**config.mk**
```make
export PLATFORM = sky130hd
export DESIGN_NAME = t_skew_accum_flat
export DESIGN_NICKNAME = d
export VERILOG_FILES = /design/src/rtl/t_skew_pkg.sv /design/src/rtl/t_skew_accum_if.sv /design/src/rtl/t_skew_chain.sv /design/src/rtl/t_skew_accum.sv /design/src/flat_wrapper.sv
export SDC_FILE = /design/constraint.sdc
export NUM_CORES = 1
export LEC_CHECK = 0
export CAP_MARGIN = 20
export CORE_UTILIZATION = 61
export CTS_CLUSTER_SIZE = 30
export DETAILED_ROUTE_END_ITERATION = 7
export GPL_ROUTABILITY_DRIVEN = 0
export PLACE_DENSITY_LB_ADDON = 0.15
export SYNTH_ARGS = -nofsm -noshare
export SYNTH_HDL_FRONTEND = slang
export SYNTH_SLANG_ARGS = --single-unit
```
**constraint.sdc**
```tcl
create_clock -name clk_b -period 2.3 [get_ports clk_b]
set_clock_uncertainty 0.15 [all_clocks]
set_input_delay 0.69 -clock clk_b [delete_from_list [all_inputs] [get_ports clk_b]]
set_output_delay 0.69 -clock clk_b [all_outputs]
set_load 0.05 [all_outputs]
```
**src/rtl/t_skew_pkg.sv**
```systemverilog
// rtl/t_skew_pkg.sv - shared state encoding and width helpers for the skew accumulator
package t_skew_pkg;

    typedef enum logic [1:0] {
        IDLE  = 2'd0,
        FLUSH = 2'd1,
        ACCUM = 2'd2,
        DONE  = 2'd3
    } state_t;

    function automatic int cw_f(input int stages);
        return $clog2(stages + 1);
    endfunction

    function automatic int sw_f(input int channels);
        return (channels > 1) ? $clog2(channels) : 1;
    endfunction

    function automatic int aw_f(input int stages, input int log2_n);
        return cw_f(stages) + log2_n;
    endfunction

endpackage

```
**src/rtl/t_skew_accum_if.sv**
```systemverilog
// rtl/t_skew_accum_if.sv - request/result bundle between a measurement client and the accumulator
interface t_skew_accum_if #(
    parameter int STAGES   = 64,
    parameter int CHANNELS = 4,
    parameter int LOG2_N   = 4
);
    import t_skew_pkg::*;

    localparam int CW = cw_f(STAGES);
    localparam int SW = sw_f(CHANNELS);
    localparam int AW = aw_f(STAGES, LOG2_N);

    logic          start;
    logic [SW-1:0] ch_sel;
    logic          cont;
    logic          busy;
    logic          sel_err;
    logic          res_valid;
    logic          res_ready;
    logic [SW-1:0] res_ch;
    logic [CW-1:0] res_avg;
    logic [CW-1:0] res_min;
    logic [CW-1:0] res_max;
    logic [AW-1:0] res_sum;

    modport master (
        output start, ch_sel, cont, res_ready,
        input  busy, sel_err, res_valid, res_ch, res_avg, res_min, res_max, res_sum
    );

    modport slave (
        input  start, ch_sel, cont, res_ready,
        output busy, sel_err, res_valid, res_ch, res_avg, res_min, res_max, res_sum
    );

endinterface

```
**src/rtl/t_skew_chain.sv**
```systemverilog
// rtl/t_skew_chain.sv - one inverter-pair delay line with its tap sampling register
module t_skew_chain #(
    parameter int STAGES = 64
) (
    input  logic              clk_b,
    input  logic              rst_n,
    input  logic              clk_a,
    output logic [STAGES:0]   samp
);

    logic [STAGES:0] tap;

    // Each stage keeps its own nets so the inverter pairs survive synthesis.
    for (genvar i = 0; i <= STAGES; i++) begin : g_stage
        (* keep = "true", dont_touch = "true" *) logic inv_n;
        (* keep = "true", dont_touch = "true" *) logic out_w;
        if (i == 0) begin : g_head
            assign inv_n = ~clk_a;
            assign out_w = clk_a;
        end else begin : g_body
            assign inv_n = ~g_stage[i-1].out_w;
            assign out_w = ~inv_n;
        end
        assign tap[i] = out_w;
    end

    always_ff @(posedge clk_b) begin
        if (!rst_n) begin
            samp <= '0;
        end else begin
            samp <= tap;
        end
    end

endmodule

```
**src/rtl/t_skew_accum.sv**
```systemverilog
// rtl/t_skew_accum.sv - per-channel skew sampling with windowed sum/avg/min/max of tap popcounts
module t_skew_accum
    import t_skew_pkg::*;
#(
    parameter int STAGES   = 64,
    parameter int CHANNELS = 4,
    parameter int LOG2_N   = 4
) (
    input  logic                clk_b,
    input  logic                rst_n,
    input  logic [CHANNELS-1:0] clk_a,
    t_skew_accum_if.slave       bus
);

    localparam int CW   = cw_f(STAGES);
    localparam int SW   = sw_f(CHANNELS);
    localparam int AW   = aw_f(STAGES, LOG2_N);
    localparam int CNTW = LOG2_N + 1;
    localparam logic [CNTW-1:0] LAST = CNTW'((1 << LOG2_N) - 1);

    logic [STAGES:0]     samp [CHANNELS];
    logic [CHANNELS-1:0] unused_tap0;

    for (genvar c = 0; c < CHANNELS; c++) begin : g_ch
        t_skew_chain #(.STAGES(STAGES)) u_chain (
            .clk_b (clk_b),
            .rst_n (rst_n),
            .clk_a (clk_a[c]),
            .samp  (samp[c])
        );
        assign unused_tap0[c] = samp[c][0];
    end

    state_t          state;
    logic [SW-1:0]   ch;
    logic [CNTW-1:0] cnt;
    logic [AW-1:0]   acc;
    logic [CW-1:0]   mn;
    logic [CW-1:0]   mx;
    logic [CW-1:0]   code;
    logic            busy_q;
    logic            sel_err_q;
    logic            res_valid_q;
    logic [SW-1:0]   res_ch_q;
    logic [CW-1:0]   res_avg_q;
    logic [CW-1:0]   res_min_q;
    logic [CW-1:0]   res_max_q;
    logic [AW-1:0]   res_sum_q;

    logic [STAGES:1] sel_taps;
    logic [CW-1:0]   pop;
    logic [AW-1:0]   acc_nx;
    logic [CW-1:0]   mn_nx;
    logic [CW-1:0]   mx_nx;
    logic            sel_ok;

    // Popcount rather than thermometer decode so a bubble costs one count, not the whole code.
    always_comb begin
        sel_taps = '0;
        for (int c = 0; c < CHANNELS; c++) begin
            if (ch == SW'(c)) sel_taps = samp[c][STAGES:1];
        end
        pop = '0;
        for (int i = 1; i <= STAGES; i++) begin
            pop = pop + CW'(sel_taps[i]);
        end
    end

    always_comb begin
        acc_nx = acc + AW'(code);
        mn_nx  = (code < mn) ? code : mn;
        mx_nx  = (code > mx) ? code : mx;
        sel_ok = (32'(bus.ch_sel) < CHANNELS);
    end

    always_ff @(posedge clk_b) begin
        if (!rst_n) begin
            code <= '0;
        end else begin
            code <= pop;
        end
    end

    always_ff @(posedge clk_b) begin
        if (!rst_n) begin
            state       <= IDLE;
            ch          <= '0;
            cnt         <= '0;
            acc         <= '0;
            mn          <= '1;
            mx          <= '0;
            busy_q      <= 1'b0;
            sel_err_q   <= 1'b0;
            res_valid_q <= 1'b0;
            res_ch_q    <= '0;
            res_avg_q   <= '0;
            res_min_q   <= '0;
            res_max_q   <= '0;
            res_sum_q   <= '0;
        end else begin
            case (state)
                IDLE: begin
                    if (bus.start) begin
                        if (sel_ok) begin
                            ch        <= bus.ch_sel;
                            acc       <= '0;
                            mn        <= '1;
                            mx        <= '0;
                            cnt       <= '0;
                            sel_err_q <= 1'b0;
                            busy_q    <= 1'b1;
                            state     <= FLUSH;
                        end else begin
                            sel_err_q <= 1'b1;
                        end
                    end
                end
                // Two cycles let the tap register and the code register both reload for this channel.
                FLUSH: begin
                    if (cnt == CNTW'(1)) begin
                        cnt   <= '0;
                        state <= ACCUM;
                    end else begin
                        cnt <= cnt + CNTW'(1);
                    end
                end
                ACCUM: begin
                    acc <= acc_nx;
                    mn  <= mn_nx;
                    mx  <= mx_nx;
                    cnt <= cnt + CNTW'(1);
                    if (cnt == LAST) begin
                        state       <= DONE;
                        res_valid_q <= 1'b1;
                        res_sum_q   <= acc_nx;
                        res_avg_q   <= CW'(acc_nx >> LOG2_N);
                        res_min_q   <= mn_nx;
                        res_max_q   <= mx_nx;
                        res_ch_q    <= ch;
                    end
                end
                DONE: begin
                    if (bus.res_ready) begin
                        res_valid_q <= 1'b0;
                        if (bus.cont) begin
                            acc   <= '0;
                            mn    <= '1;
                            mx    <= '0;
                            cnt   <= '0;
                            state <= FLUSH;
                        end else begin
                            busy_q <= 1'b0;
                            state  <= IDLE;
                        end
                    end
                end
                default: state <= IDLE;
            endcase
        end
    end

    assign bus.busy      = busy_q;
    assign bus.sel_err   = sel_err_q;
    assign bus.res_valid = res_valid_q;
    assign bus.res_ch    = res_ch_q;
    assign bus.res_avg   = res_avg_q;
    assign bus.res_min   = res_min_q;
    assign bus.res_max   = res_max_q;
    assign bus.res_sum   = res_sum_q;

endmodule

```
**src/flat_wrapper.sv**
```systemverilog
// flat-port wrapper written by rule: the top's interface ports become plain ports
module t_skew_accum_flat import t_skew_pkg::*;
#(
    parameter int STAGES   = 64,
    parameter int CHANNELS = 4,
    parameter int LOG2_N   = 4
)
  (clk_b, rst_n, clk_a, bus_start, bus_ch_sel, bus_cont, bus_res_ready, bus_busy, bus_sel_err, bus_res_valid, bus_res_ch, bus_res_avg, bus_res_min, bus_res_max, bus_res_sum);
  t_skew_accum_if #(.STAGES(STAGES), .CHANNELS(CHANNELS), .LOG2_N(LOG2_N)) bus_i ();
  input  logic clk_b;
  input  logic rst_n;
  input  logic [CHANNELS-1:0] clk_a;
  input wire logic [$bits(bus_i.start)-1:0] bus_start;
  input wire logic [$bits(bus_i.ch_sel)-1:0] bus_ch_sel;
  input wire logic [$bits(bus_i.cont)-1:0] bus_cont;
  input wire logic [$bits(bus_i.res_ready)-1:0] bus_res_ready;
  output wire logic [$bits(bus_i.busy)-1:0] bus_busy;
  output wire logic [$bits(bus_i.sel_err)-1:0] bus_sel_err;
  output wire logic [$bits(bus_i.res_valid)-1:0] bus_res_valid;
  output wire logic [$bits(bus_i.res_ch)-1:0] bus_res_ch;
  output wire logic [$bits(bus_i.res_avg)-1:0] bus_res_avg;
  output wire logic [$bits(bus_i.res_min)-1:0] bus_res_min;
  output wire logic [$bits(bus_i.res_max)-1:0] bus_res_max;
  output wire logic [$bits(bus_i.res_sum)-1:0] bus_res_sum;
  assign bus_i.start = bus_start;
  assign bus_i.ch_sel = bus_ch_sel;
  assign bus_i.cont = bus_cont;
  assign bus_i.res_ready = bus_res_ready;
  assign bus_busy = bus_i.busy;
  assign bus_sel_err = bus_i.sel_err;
  assign bus_res_valid = bus_i.res_valid;
  assign bus_res_ch = bus_i.res_ch;
  assign bus_res_avg = bus_i.res_avg;
  assign bus_res_min = bus_i.res_min;
  assign bus_res_max = bus_i.res_max;
  assign bus_res_sum = bus_i.res_sum;
  t_skew_accum #(.STAGES(STAGES), .CHANNELS(CHANNELS), .LOG2_N(LOG2_N)) u_core (.clk_b(clk_b), .rst_n(rst_n), .clk_a(clk_a), .bus(bus_i));
endmodule
```
# Word-level counts from Yosys, hierarchy flattened
# Cells that the tools add are included.
[totals]
regBits = 81
out_inout_bits = 37
[op_classes]
add_sub_neg = 65
order_cmp = 2
eq_ne = 14
mux = 36
n_bitwise = 4
reduce_logical = 12
[ops]
columns = ["operator", "count"]
rows = [
  ["$add A7 B1 Y7", 62],
  ["$mux W64", 4],
  ["$mux W7", 8],
  ["$pmux W7 S3", 2],
  ["$mux W11", 3],
  ["$pmux W11 S3", 1],
  ["$mux W5", 4],
  ["$pmux W5 S4", 1],
  ["$reduce_and A4 Y1", 3],
  ["$add A11 B7 Y11", 1],
  ["$eq A2 B2 Y1 const B", 4],
  ["$mux W2", 4],
  ["$ne A2 B2 Y1 const B", 4],
  ["$pmux W2 S4", 1],
  ["$gt A7 B7 Y1", 1],
  ["$lt A7 B7 Y1", 1],
  ["$mux W1", 6],
  ["$reduce_and A3 Y1", 2],
  ["$add A5 B1 Y5 const B", 1],
  ["$eq A5 B1 Y1 const B", 1],
  ["$eq A5 B4 Y1 const B", 1],
  ["$eq A2 B1 Y1 const B", 2],
  ["$logic_not A2 Y1", 2],
  ["$ne A2 B1 Y1 const B", 2],
  ["other kinds (6)", 12],
]

# Logic depth before layout (Yosys ltp)
[logic_depth]
depth_word = 68
depth_mapped = 8
depth_no_buf = 7

# Modules after synthesis
# From an unflattened synthesis, not the netlist that was laid out.
[unflattened]
cells_unflattened = 1460
hier_area_um2 = 12781.0
[modules_own_cells]
columns = ["module", "instances", "cells_per_inst", "area_each_um2", "seq_area_each_um2"]
rows = [
  ["t_skew_accum", 1, 676, 6865.3, 1401.3],
  ["t_skew_chain", 4, 196, 1478.9, 20.0],
]

# Least setup slack after synthesis
# No wires, ideal clock.
[synth_timing]
path_type = "input to register"
startpoint = "input clk_a[0]"
endpoint = "register, netlist name u_core.g_ch[0].u_chain.samp[0]"
setup_ps = 170
t_arrival_ps = 1720
t_required_ps = 1980
path_slack_ps = 260
stages = 2
path_buffers = 0
cell_sequence = "inv_1 -> nor2_1"
[synth_rtl]
columns = ["element", "line_no", "text"]
rows = [
  ["from (decl)", "flat_wrapper.sv:12", "input logic [CHANNELS-1:0] clk_a;"],
]
# No word-level cell between the ends.

# Worst setup path after layout
[layout_timing]
startpoint = "register u_core.cnt[0]"
endpoint = "register u_core.state[0]"
[layout_between]
elab_chain_len = 3
elab_cells_between_ends = 5
cone_classes = "eq/ne: 4; reduce/logical: 1"
[layout_lines]
columns = ["element", "line_no", "text"]
rows = [
  ["from (decl)", "t_skew_accum.sv:36", "logic [CNTW-1:0] cnt;"],
  ["from (signal assigned)", "t_skew_accum.sv:124", "cnt <= cnt + CNTW'(1);"],
  ["from (signal assigned)", "t_skew_accum.sv:131", "cnt <= cnt + CNTW'(1);"],
  ["$eq A5 B4 Y1 / $eq A5 B1 Y1 (equally long branches)", "t_skew_accum.sv:132, t_skew_accum.sv:120", ""],
  ["$ne A2 B1 Y1 (no source line)", "n/a", ""],
  ["$reduce_and A4 Y1 (no source line) (*)", "n/a", ""],
  ["to (signal assigned)", "t_skew_accum.sv:133", "state <= DONE;"],
  ["to (signal assigned)", "t_skew_accum.sv:150", "state <= FLUSH;"],
  ["to (signal assigned)", "t_skew_accum.sv:153", "state <= IDLE;"],
  ["to (decl)", "t_skew_accum.sv:34", "state_t state;"],
]
# Mark *: on every way between the ends. The rest lies on a longest branch, timed or not.
# A chain may end at the register's enable or synchronous reset.

==> impl_summary.txt <==
----------------------------------------------------
[Setup path]
  CP arrival ... roughly 2.2 ns
  Critical-path top delay cell ... a2111oi_4
  Crit Path Class ... register to register
  Required time at the endpoint of the critical path ... 2.35 ns
  Critical path's largest stage delay ... 0.41 ns
  Reg-to-reg startpoint ... u_core.cnt[0]
  List of cells traversed by the critical path ... ha_1, and3_2, ha_1, nor2b_1, a2111oi_4, and4b_2, a211oi_2
  Total buffers and inverters traversed by the critical path ... 0
  Number of logic stages on the critical path including buffering ... 7
  Setup crit start kind ... register
  Worst path most repeated cell ... ha_1
  Endpoint class of the critical path ... register
  Gate family responsible for the most delay along the worst path ... simple AND/OR/NAND/NOR gates
  Worst Setup SP ... u_core.cnt[0]
  Critical path fanouts, max ... 5
  Logic depth of the worst register-to-register path ... 7

[Pwr]
  Max rail drop VDD ... ~0.64 mV
  Part of the power in registers ... 0.458
  Switching Share ... 0.339
  Power density over the cells ... 853 mW/mm2
  Clock network fraction of total power ... 0.205
  Power spent charging and discharging nets ... 0.000857 W
  Internal power component ... about 0.0017 W
  Combinational share of power ... 0.337
  Leakage power figure ... 1.26 nW

[STA]
  Fmax achieved ... 472 MHz
  Final critical delay including setup and external delays ... approximately 2.1 ns
  Final clock period utilization by the worst path ... 0.922
  RSZ-0062 raised after global routing ... false
  Final count of pins violating max slew ... 0
  Smallest hold slack ... slightly above 0.3 ns
  Final count of negative-setup-slack endpoints ... 0
  Final hold violation count ... 0
  Min setup slack post-route ... 0.180 ns

[Clock tree]
  Number of clock buffers inserted by TritonCTS ... 5
  Clock-pin slew reported for the worst setup and hold paths after clock tree synthesis ... approximately 0.090 ns
  Number of setup buffers added after CTS ... 0
  TritonCTS clock tree ... yes
  CTS sink count ... 56
  Insertion delay to the later sink of the worst-skew pair ... 0.31 ns
  Maximum clock insertion buffer count ... 2
  Hold buffers post-CTS ... 0
  Clock root buffer master ... clkbuf_8
  CTS HTree Levels ... 2
  Count of instances resized after the clock tree is built ... 0

[Route]
  Post-detailed-route wirelength per cell ... around 12 um
  Ratio of routed vias to standard cells ... 5.24
  Post-detailed-route count of antenna-violating nets ... 0
  First DRT Iteration DRCs ... 97
  Total length of routed wires ... 4.62 mm
  Routed via count ... 1977
  Number of remaining DRC errors ... 0
  DRT Pass-1 Iters ... 4

[Floorplan]
  Die outline area ... 0.00430 mm2
  Die outline width ... 65.6 um
  Core Footprint ... approximately 0.0038 mm2
  Top Ports ... 48
  Initial standard-cell utilization of the core ... 0.653
  Number of core rows ... 22
  Die span in y ... 65.6 um

[Flow run]
  Max_cap viols ... 0

[Finish]
  Inserted Diodes ... 0
  Most common cell after layout, fill and taps aside ... dfxtp_1
  Leading cell types in the layout, fill and taps excluded ... dfxtp_1, buf_4, nand2_1, a21oi_1, nand3_1
  Signed area change from the synthesized netlist to the final layout ... 20.3%
  Fin nets ... between 300 and 400
  Layout cells sized above 1 ... 0.188
  Count of placed standard cells in the final layout, fillers left out ... 377
  Number of fill cells in the layout ... 272

[Run status]
  Run status ... complete, no violations

[Synthesis]
  Post-Synthesis Cells ... between 200 and 300
  Synthesis warning total ... 0
  Mapped Avg Cell Area ... between 8 and 9 um2
  Area of the mapped netlist ... 0.00246 mm2

[Worst hold path]
  Hold-critical path depth ... 2
  Type of the most critical hold path ... register to register
  Worst hold start ... u_core.bus.res_max[5]

[Place]
  Setup slack at placement ... -0.117 ns
  Placed Cells ... 369
  # port buffers ... 38
  Hpwl dp ... 3.46 mm

[Global route]
  Initial antenna violation count ... 0
  Busiest layer in global routing ... met2
  Met1 track demand over resource ... 0.315
  Grt met2 use ... 0.402
  Overall track demand over capacity in global routing ... 0.245
  Overflow after GRT ... 0
  Largest net degree at the start of global routing ... 21
  Met3 Resource Use GR ... 0.0417
  Vias in the first global route ... 1757
  Global-route wire length before repair ... ~8 mm

----------------------------------------------------
area by class of cell:
class                      count  area, um2  share of cell area
clock inverter                 1       8.76             0.00295
sequential                    56       1120               0.378
timing repair buffer          58        473               0.160
tap                           48       60.1              0.0203
multi-input combinational    194       1180               0.397
clock buffer                   7       76.3              0.0257
inverter                      13       48.8              0.0165
metrics by stage:
stage / area, um2 / power, W / setup TNS [ns] / utilization
floorplan: 2490 / 0.00176 / 0 / -
global placement: 2880 / 0.00201 / -0.630 / 0.763
detailed placement: 2880 / 0.00203 / -0.998 / 0.763
CTS: 2960 / 0.00254 / 0 / 0.786
global route: 2960 / 0.00269 / 0 / 0.786
finish: 2960 / 0.00253 / 0 / 0.786
worst min-delay path: cells and delay by family, from the launching register on:
| family | cells | cell delay (ns) |
|---|---|---|
| AND/OR/NAND/NOR | 1 | 0.05 |
| flip-flops | 1 | 0.32 |
| AO/OA/AOI/OAI | 1 | 0.05 |
metal layers:
layer / up-vias / wire length (um)
met5: - / 0
met4: 0 / 48
met3: 5 / 217
met2: 61 / 2230
met1: 883 / 2120
li1: 1028 / -
registers in the layout (all words and copies together), names as in the netlist, 4 cells and up:
register and count:
u_core.bus.res_sum 4, u_core.bus.res_max 7, u_core.g_ch.u_chain.samp 4, u_core.cnt 5, u_core.mx 7, u_core.acc 5
u_core.mn 7, u_core.bus.res_min 7
final timing paths:
kind,to,slack (ns)
max,u_core.state[0],0.18
min,u_core.bus.res_max[5],0.31
max reg2reg,u_core.state[0],0.18
min reg2reg,u_core.bus.res_max[5],0.31
power groups by stage:
stage | registers (W) | logic (W) | clock network, W
floorplan | 0.00118 | 0.000572 | 0
global placement | 0.00118 | 0.000831 | 0
detailed placement | 0.00118 | 0.000853 | 0
CTS | 0.00116 | 0.000856 | 0.000527
global route | 0.00117 | 0.000948 | 0.000571
finish | 0.00116 | 0.000852 | 0.000517
No activity file was read; power rests on OpenSTA's default activity.
